<file path="src/rtl/spi_sub_pkg.sv">
// Shared constants and types for the SPI subordinate FIFO controller.
//   DATA_W        : byte width moved through both FIFOs
//   DEFAULT_DEPTH : default entries per FIFO
//   IDLE_BYTE     : byte presented to the shifter while the TX FIFO is empty
//   level_t       : entry-count type sized for DEFAULT_DEPTH (0..DEFAULT_DEPTH)
package spi_sub_pkg;

    localparam int unsigned DATA_W        = 8;
    localparam int unsigned DEFAULT_DEPTH = 8;
    localparam logic [DATA_W-1:0] IDLE_BYTE = 8'hFF;

    typedef logic [$clog2(DEFAULT_DEPTH):0] level_t;

endpackage

</file>
<file path="src/rtl/spi_sync_fifo.sv">
// Generic synchronous first-word-fall-through FIFO with an explicit level count.
// Ports:
//   clk, rst             : clock, synchronous active-high reset
//   push, push_data      : write request and data
//   pop                  : read request
//   head                 : raw head entry (meaningful only while empty=0)
//   level, full, empty   : occupancy status
//   push_acc, pop_acc    : request actually accepted this cycle
module spi_sync_fifo #(
    parameter int unsigned DEPTH = 8,
    parameter int unsigned WIDTH = 8
) (
    input  logic                     clk,
    input  logic                     rst,
    input  logic                     push,
    input  logic [WIDTH-1:0]         push_data,
    input  logic                     pop,
    output logic [WIDTH-1:0]         head,
    output logic [$clog2(DEPTH):0]   level,
    output logic                     full,
    output logic                     empty,
    output logic                     push_acc,
    output logic                     pop_acc
);

    localparam int unsigned AW = $clog2(DEPTH);
    localparam int unsigned LW = AW + 1;
    localparam logic [LW-1:0] FULL_LVL = LW'(DEPTH);

    logic [WIDTH-1:0] mem_q [DEPTH];
    logic [AW-1:0]    wr_ptr_q, wr_ptr_d;
    logic [AW-1:0]    rd_ptr_q, rd_ptr_d;
    logic [LW-1:0]    level_q, level_d;

    assign empty = (level_q == '0);
    assign full  = (level_q == FULL_LVL);
    assign level = level_q;
    assign head  = mem_q[rd_ptr_q];

    // A full FIFO still takes a push when a pop frees the slot in the same cycle.
    assign pop_acc  = pop & ~empty;
    assign push_acc = push & (~full | pop_acc);

    // DEPTH is a power of two, so pointers wrap by natural overflow.
    always_comb begin
        wr_ptr_d = wr_ptr_q;
        rd_ptr_d = rd_ptr_q;
        level_d  = level_q;
        if (push_acc) wr_ptr_d = wr_ptr_q + 1'b1;
        if (pop_acc)  rd_ptr_d = rd_ptr_q + 1'b1;
        unique case ({push_acc, pop_acc})
            2'b10:   level_d = level_q + 1'b1;
            2'b01:   level_d = level_q - 1'b1;
            default: level_d = level_q;
        endcase
    end

    always_ff @(posedge clk) begin
        if (rst) begin
            wr_ptr_q <= '0;
            rd_ptr_q <= '0;
            level_q  <= '0;
        end else begin
            wr_ptr_q <= wr_ptr_d;
            rd_ptr_q <= rd_ptr_d;
            level_q  <= level_d;
        end
    end

    // Storage is not reset; stale contents are unreachable once pointers are cleared.
    always_ff @(posedge clk) begin
        if (push_acc) mem_q[wr_ptr_q] <= push_data;
    end

endmodule

</file>
<file path="src/rtl/spi_sub_fifo_ctrl.sv">
// SPI subordinate FIFO controller: a host-to-shifter TX FIFO and a shifter-to-host RX FIFO,
// both first-word-fall-through, with sticky underflow/overflow error flags.
// Ports:
//   pclk, preset                     : clock, synchronous active-high reset
//   tx_wr_en, tx_wdata               : host push into TX
//   load_from_fifo, sub_tx           : shifter pop from TX, TX head (IDLE_BYTE when empty)
//   fifo_load, sub_rx                : shifter push into RX
//   rx_rd_en, rx_rdata               : host pop from RX, RX head (8'h00 when empty)
//   tx_/rx_ full, empty, level       : FIFO status
//   tx_underflow, rx_overflow        : sticky errors, cleared by err_clr (set wins)
module spi_sub_fifo_ctrl
    import spi_sub_pkg::*;
#(
    parameter int unsigned       DEPTH     = spi_sub_pkg::DEFAULT_DEPTH,
    parameter logic [7:0]        IDLE_BYTE = spi_sub_pkg::IDLE_BYTE
) (
    input  logic                     pclk,
    input  logic                     preset,
    input  logic                     tx_wr_en,
    input  logic [7:0]               tx_wdata,
    input  logic                     load_from_fifo,
    output logic [7:0]               sub_tx,
    input  logic                     fifo_load,
    input  logic [7:0]               sub_rx,
    input  logic                     rx_rd_en,
    output logic [7:0]               rx_rdata,
    output logic                     tx_full,
    output logic                     tx_empty,
    output logic                     rx_full,
    output logic                     rx_empty,
    output logic [$clog2(DEPTH):0]   tx_level,
    output logic [$clog2(DEPTH):0]   rx_level,
    output logic                     tx_underflow,
    output logic                     rx_overflow,
    input  logic                     err_clr
);

    logic [DATA_W-1:0] tx_head, rx_head;
    logic tx_push_acc, tx_pop_acc, rx_push_acc, rx_pop_acc;
    logic tx_underflow_q, tx_underflow_d;
    logic rx_overflow_q, rx_overflow_d;

    spi_sync_fifo #(
        .DEPTH (DEPTH),
        .WIDTH (DATA_W)
    ) u_tx_fifo (
        .clk       (pclk),
        .rst       (preset),
        .push      (tx_wr_en),
        .push_data (tx_wdata),
        .pop       (load_from_fifo),
        .head      (tx_head),
        .level     (tx_level),
        .full      (tx_full),
        .empty     (tx_empty),
        .push_acc  (tx_push_acc),
        .pop_acc   (tx_pop_acc)
    );

    spi_sync_fifo #(
        .DEPTH (DEPTH),
        .WIDTH (DATA_W)
    ) u_rx_fifo (
        .clk       (pclk),
        .rst       (preset),
        .push      (fifo_load),
        .push_data (sub_rx),
        .pop       (rx_rd_en),
        .head      (rx_head),
        .level     (rx_level),
        .full      (rx_full),
        .empty     (rx_empty),
        .push_acc  (rx_push_acc),
        .pop_acc   (rx_pop_acc)
    );

    // Host TX drops and host RX empty reads are silent, so these accepts are not needed.
    logic unused_acc;
    assign unused_acc = tx_push_acc ^ rx_pop_acc;

    assign sub_tx   = tx_empty ? IDLE_BYTE : tx_head;
    assign rx_rdata = rx_empty ? 8'h00 : rx_head;

    // A refused shifter request is the error; a same-cycle set beats err_clr.
    always_comb begin
        tx_underflow_d = (load_from_fifo & ~tx_pop_acc) | (tx_underflow_q & ~err_clr);
        rx_overflow_d  = (fifo_load & ~rx_push_acc) | (rx_overflow_q & ~err_clr);
    end

    always_ff @(posedge pclk) begin
        if (preset) begin
            tx_underflow_q <= 1'b0;
            rx_overflow_q  <= 1'b0;
        end else begin
            tx_underflow_q <= tx_underflow_d;
            rx_overflow_q  <= rx_overflow_d;
        end
    end

    assign tx_underflow = tx_underflow_q;
    assign rx_overflow  = rx_overflow_q;

endmodule

</file>
<file path="config.mk">
export PLATFORM = sky130hd
export DESIGN_NAME = spi_sub_fifo_ctrl
export DESIGN_NICKNAME = d
export VERILOG_FILES = /design/src/rtl/spi_sub_pkg.sv /design/src/rtl/spi_sync_fifo.sv /design/src/rtl/spi_sub_fifo_ctrl.sv
export SDC_FILE = /design/constraint.sdc
export NUM_CORES = 1
export LEC_CHECK = 0
export CAP_MARGIN = 20
export CORE_MARGIN = 3
export CORE_UTILIZATION = 58
export DETAILED_ROUTE_END_ITERATION = 16
export GPL_TIMING_DRIVEN = 0
export PLACE_DENSITY = 0.76
export SLEW_MARGIN = 20
export SYNTH_ARGS = -nofsm -noshare
export SYNTH_HDL_FRONTEND = slang
export SYNTH_HIERARCHICAL = 1
export SYNTH_SLANG_ARGS = --single-unit
</file>
<file path="constraint.sdc">
create_clock -name pclk -period 3.1 [get_ports pclk]
set_input_delay 0.62 -clock pclk [delete_from_list [all_inputs] [get_ports pclk]]
set_output_delay 0.62 -clock pclk [all_outputs]
set_load 0.01 [all_outputs]
</file>
# After elaboration in Yosys (flattened, before gate mapping)
# Memories as Yosys holds them, arrays and structs flattened. A register that Yosys moved wholly into a read port is not among the register bits.
# Index checks and enable logic that the tools add are counted.
# totals
mem_count	2
mem_bits_rw	128
register_bits	22
# classes
bitwise_logic	19
reduce_logical	4
n_eq_ne	6
addsub	8
n_mux	12
# memory_table
memory	depth	word_bits	read_ports	rd_clocked_by_memory_dff	write_ports	line_no	source
u_rx_fifo.mem_q	8	8	1	1	1	spi_sync_fifo.sv:30	logic [WIDTH-1:0] mem_q [DEPTH];
u_tx_fifo.mem_q	8	8	1	1	1	spi_sync_fifo.sv:30	
# ops
op	n
2-to-1 mux 8 bit	2
one-hot mux 4 bit (2 select lines)	2
adder 3 x 1 -> 3 bit, second input constant	4
2-to-1 mux 3 bit	4
adder 4 x 1 -> 4 bit, second input constant	2
bitwise AND 1 bit	8
== test 4 bit, second input constant	2
logical NOT 4 bit	2
subtractor 4 x 1 -> 4 bit, second input constant	2
inverter 1 bit	7
== test 2 x 1 -> 1 bit, second input constant	2
== test 2 bit, second input constant	2
2-to-1 mux 1 bit	4
OR 1 bit	4
nonzero test 2 bit	2

# Longest topological paths before layout
# logic_depth
ltp_word	8
depth_mapped	9
depth_no_buf	9

# Cells and area by module
# The synthesis kept the hierarchy.
# by_module_without_submodules
mod	cells_per_inst	instances	seq_area_each_um2	area_each_um2
spi_sync_fifo at u_rx_fifo	178	1	2182.1	3220.6
spi_sync_fifo at u_tx_fifo	177	1	2182.1	3195.6
spi_sub_fifo_ctrl	24	1	40.0	175.2

# Worst setup path before layout
# Ideal clock, no wire load.
# synth_path
kind	flip-flop to flip-flop
startpoint	register u_rx_fifo.level_q[1], in the netlist u_rx_fifo/level[1]
endpoint	register u_rx_fifo.level_q[3], in the netlist u_rx_fifo/level[3]
arrival_time_ns	2.164
path_stages_with_launch	10
path_buffers	0
slack_ns	0.861
cell_sequence	dfxtp_1 > or3_4 > o21ai_2 > or2_2 > inv_1 > ha_1 > a21oi_1 > and2_1 > o221ai_1 > a31oi_1
# synth_between
elab_chain_len	7
elab_cells_between_ends	13
# synth_rtl
item	line_no	source
start: declaration	spi_sync_fifo.sv:33	logic [LW-1:0] level_q, level_d;
start signal: assignment	spi_sync_fifo.sv:66	level_q <= level_d;
logical NOT 4 bit	spi_sync_fifo.sv:35	assign empty = (level_q == '0);
inverter 1 bit	spi_sync_fifo.sv:41	assign pop_acc = pop & ~empty;
bitwise AND 1 bit	spi_sync_fifo.sv:41	
OR 1 bit	spi_sync_fifo.sv:42	assign push_acc = push & (~full | pop_acc);
bitwise AND 1 bit	spi_sync_fifo.sv:42	
== test 2 x 1 -> 1 bit / == test 2 bit (equally long branches)	spi_sync_fifo.sv:51	unique case ({push_acc, pop_acc})
one-hot mux 4 bit (2 select lines) / nonzero test 2 bit (equally long branches)	n/a	
# Parallel ways exist; a longest one is shown, timed or not.
# A chain may end at the register's enable or synchronous reset.

==> out/metrics.yaml <==
overflow: 0
whs_endpoint: "rx_overflow"
final_cell_mix: "edfxtp_1, clkdlybuf4s50_1, dfxtp_1, mux4_1, nor2_1"
ios: 53
holdWs_ps: 483
die_x_um: 113
rows: 38
setup_viol: 0
n_antenna_cell: 0
antenna_found_initial: 0
syn2layout_area_growth_pct: 21.3
rsz0062_at_grt: "false"
worstReg2RegStart: "u_rx_fifo/level[1]"
grtUsageTotal_pct: 20.9
crit_fanout: 10
required_ps: 2480
max-vdd-ir-drop_uv: 556
tritoncts: "done"
r2r_cells: 9
setup_tns_ps: 0
internal_power_mw: 4.89
powerDensity_nw_per_um2: 858
syn_inst: 378
nNetsFinal: 487
sw_frac_of_total_pct: 28.6
min_delay_path_depth: 2
cts-root-buf: "clkbuf_16"
finalClockSkew_ps: 11.5
clkPwrFrac_pct: 30.9
grt_max_degree: 17
numCtsBuffers: 17
wl_um: 12600
r2r_slack_ps: 660
grt_pass1_vias: 3617
mostFrequentLayoutCell: "edfxtp_1"
leakage_nw: 2.76
path_clk_slew_ps: 60
syn_avg_cell_area_um2: 17.4
dieArea_um2: 12700
port_buffers: 51
gp_congestion: 0.763
drv_cap: 0
core_um2: 11000
yosysWarnings: 6
post-dp-hpwl_um: 8020
multi_input_area_um2: 2090
vias: 3609
worstSkewPairLatency_ps: 410
ant_nets: 0
critPathArrivalTime_ps: 2400
drt_iter0_markers: 254
tightest_slew_ps: 976
synth_nets: 411
status: "complete, no violations"
final_hold_viol_count: 0
clock-sinks: 156
reg2reg_to: "u_rx_fifo/level[3]"
start_util_pct: 60.0
slew_viol_final: 0
startpoint_type: "flip-flop"
hp-class: "reg -> reg"
synthesis.area_um2: 6590
p_seq_share_pct: 37.8
p_sw_mw: 1.96
drc_errors: 0
fin_crit_ps: 3020
critPathCaptureType: "output pin"
postCtsHoldBufs: 0
drive_above_1_share_pct: 19.5
htreeDepth: 4
critical_path_class: "reg -> out"
seq_area_um2: 4410
die_y_um: 113
wl_per_cell_um: 20.8
grt_pass1_wl_um: 19800
max_freq_ghz: 0.332
slew_headroom_pct: 34.7
dr.pass1.iters: 5
routed_via_density: 5.95
pwr-share-comb_pct: 31.3
clockBufferDepth: 2
worstHoldStart: "rx_overflow"
n_fill_cell: 675
fin_crit_sh_pct: 97.3
layer usage:
metal	GRT usage, %	share of wire, %	vias to the layer above
li1	-	-	1643
met5	0	0	-
met4	5.93	0.61	0
met2	32.9	51	116
met3	6.68	6.7	6
met1	28.4	41	1844
cell type report:
cell class	instances	share of cell area, %
Tap cell	140	2.19
Inverter	8	0.376
Clock buffer	20	5.72
Buffer	14	1.49
Timing Repair Buffer	59	6.91
Clock inverter	12	2.02
Multi-Input combinational cell	198	26.2
Sequential cell	156	55.1
power groups by stage:
stage	Combinational [mW]	Sequential [mW]	Clock, mW
4_1_cts	2.13	2.59	2.14
5_1_grt	2.32	2.62	2.23
2_1_floorplan	1.38	2.60	0
6_report	2.14	2.59	2.12
3_3_place_gp	2.15	2.60	0
3_5_place_dp	2.22	2.61	0
critical path: stages (launching register included):
cell           delay (ps)
dfxtp_1               330
buf_6                 130
buf_12                150
mux4_1                580
mux2_2                300
or2_1                 210
dlygate4sd2_1         290
sequential cells by signal, summed over array words and instances, names as in the netlist, named ones only:
register            count
u_rx_fifo/mem_q        64
u_tx_fifo/mem_q        64
u_rx_fifo/level         4
u_tx_fifo/level         4
u_rx_fifo/rd_ptr_q      3
u_rx_fifo/wr_ptr_q      3
u_tx_fifo/rd_ptr_q      3
u_tx_fifo/wr_ptr_q      3
rx_overflow             1
tx_underflow            1
worst max path at each step:
stage | from | endpoint | slack (ps)
floorplan | u_rx_fifo/level[1] | u_rx_fifo/level[3] | 890
global placement | load_from_fifo | u_tx_fifo/mem_q[0][6] | -370
detailed placement | rx_rd_en | u_rx_fifo/mem_q[6][6] | 90
CTS | flip-flop | rx_rdata[0] | 5
global route | flip-flop | sub_tx[7] | 10
finish | flip-flop | sub_tx[7] | 80
repair_timing:
action                                  4_1_cts  5_1_grt
gates resized for setup                      19        2
setup buffers                                 0        5
endpoints found under the setup margin       18        2
per-stage QoR:
step | area [um^2] | setup slack [ps] | utilization [%] | instances | total power [mW]
floorplan | 6590 | 886 | - | 378 | 3.98
global placement | 7270 | -365 | 66.2 | 569 | 4.76
detailed placement | 7350 | 91.0 | 66.9 | 572 | 4.83
CTS | 7950 | 5.06 | 72.4 | 602 | 6.86
global route | 7990 | 9.80 | 72.7 | 607 | 7.17
finish | 7990 | 83.4 | 72.7 | 607 | 6.85
Note: power is estimated with default switching activity, not from simulation.
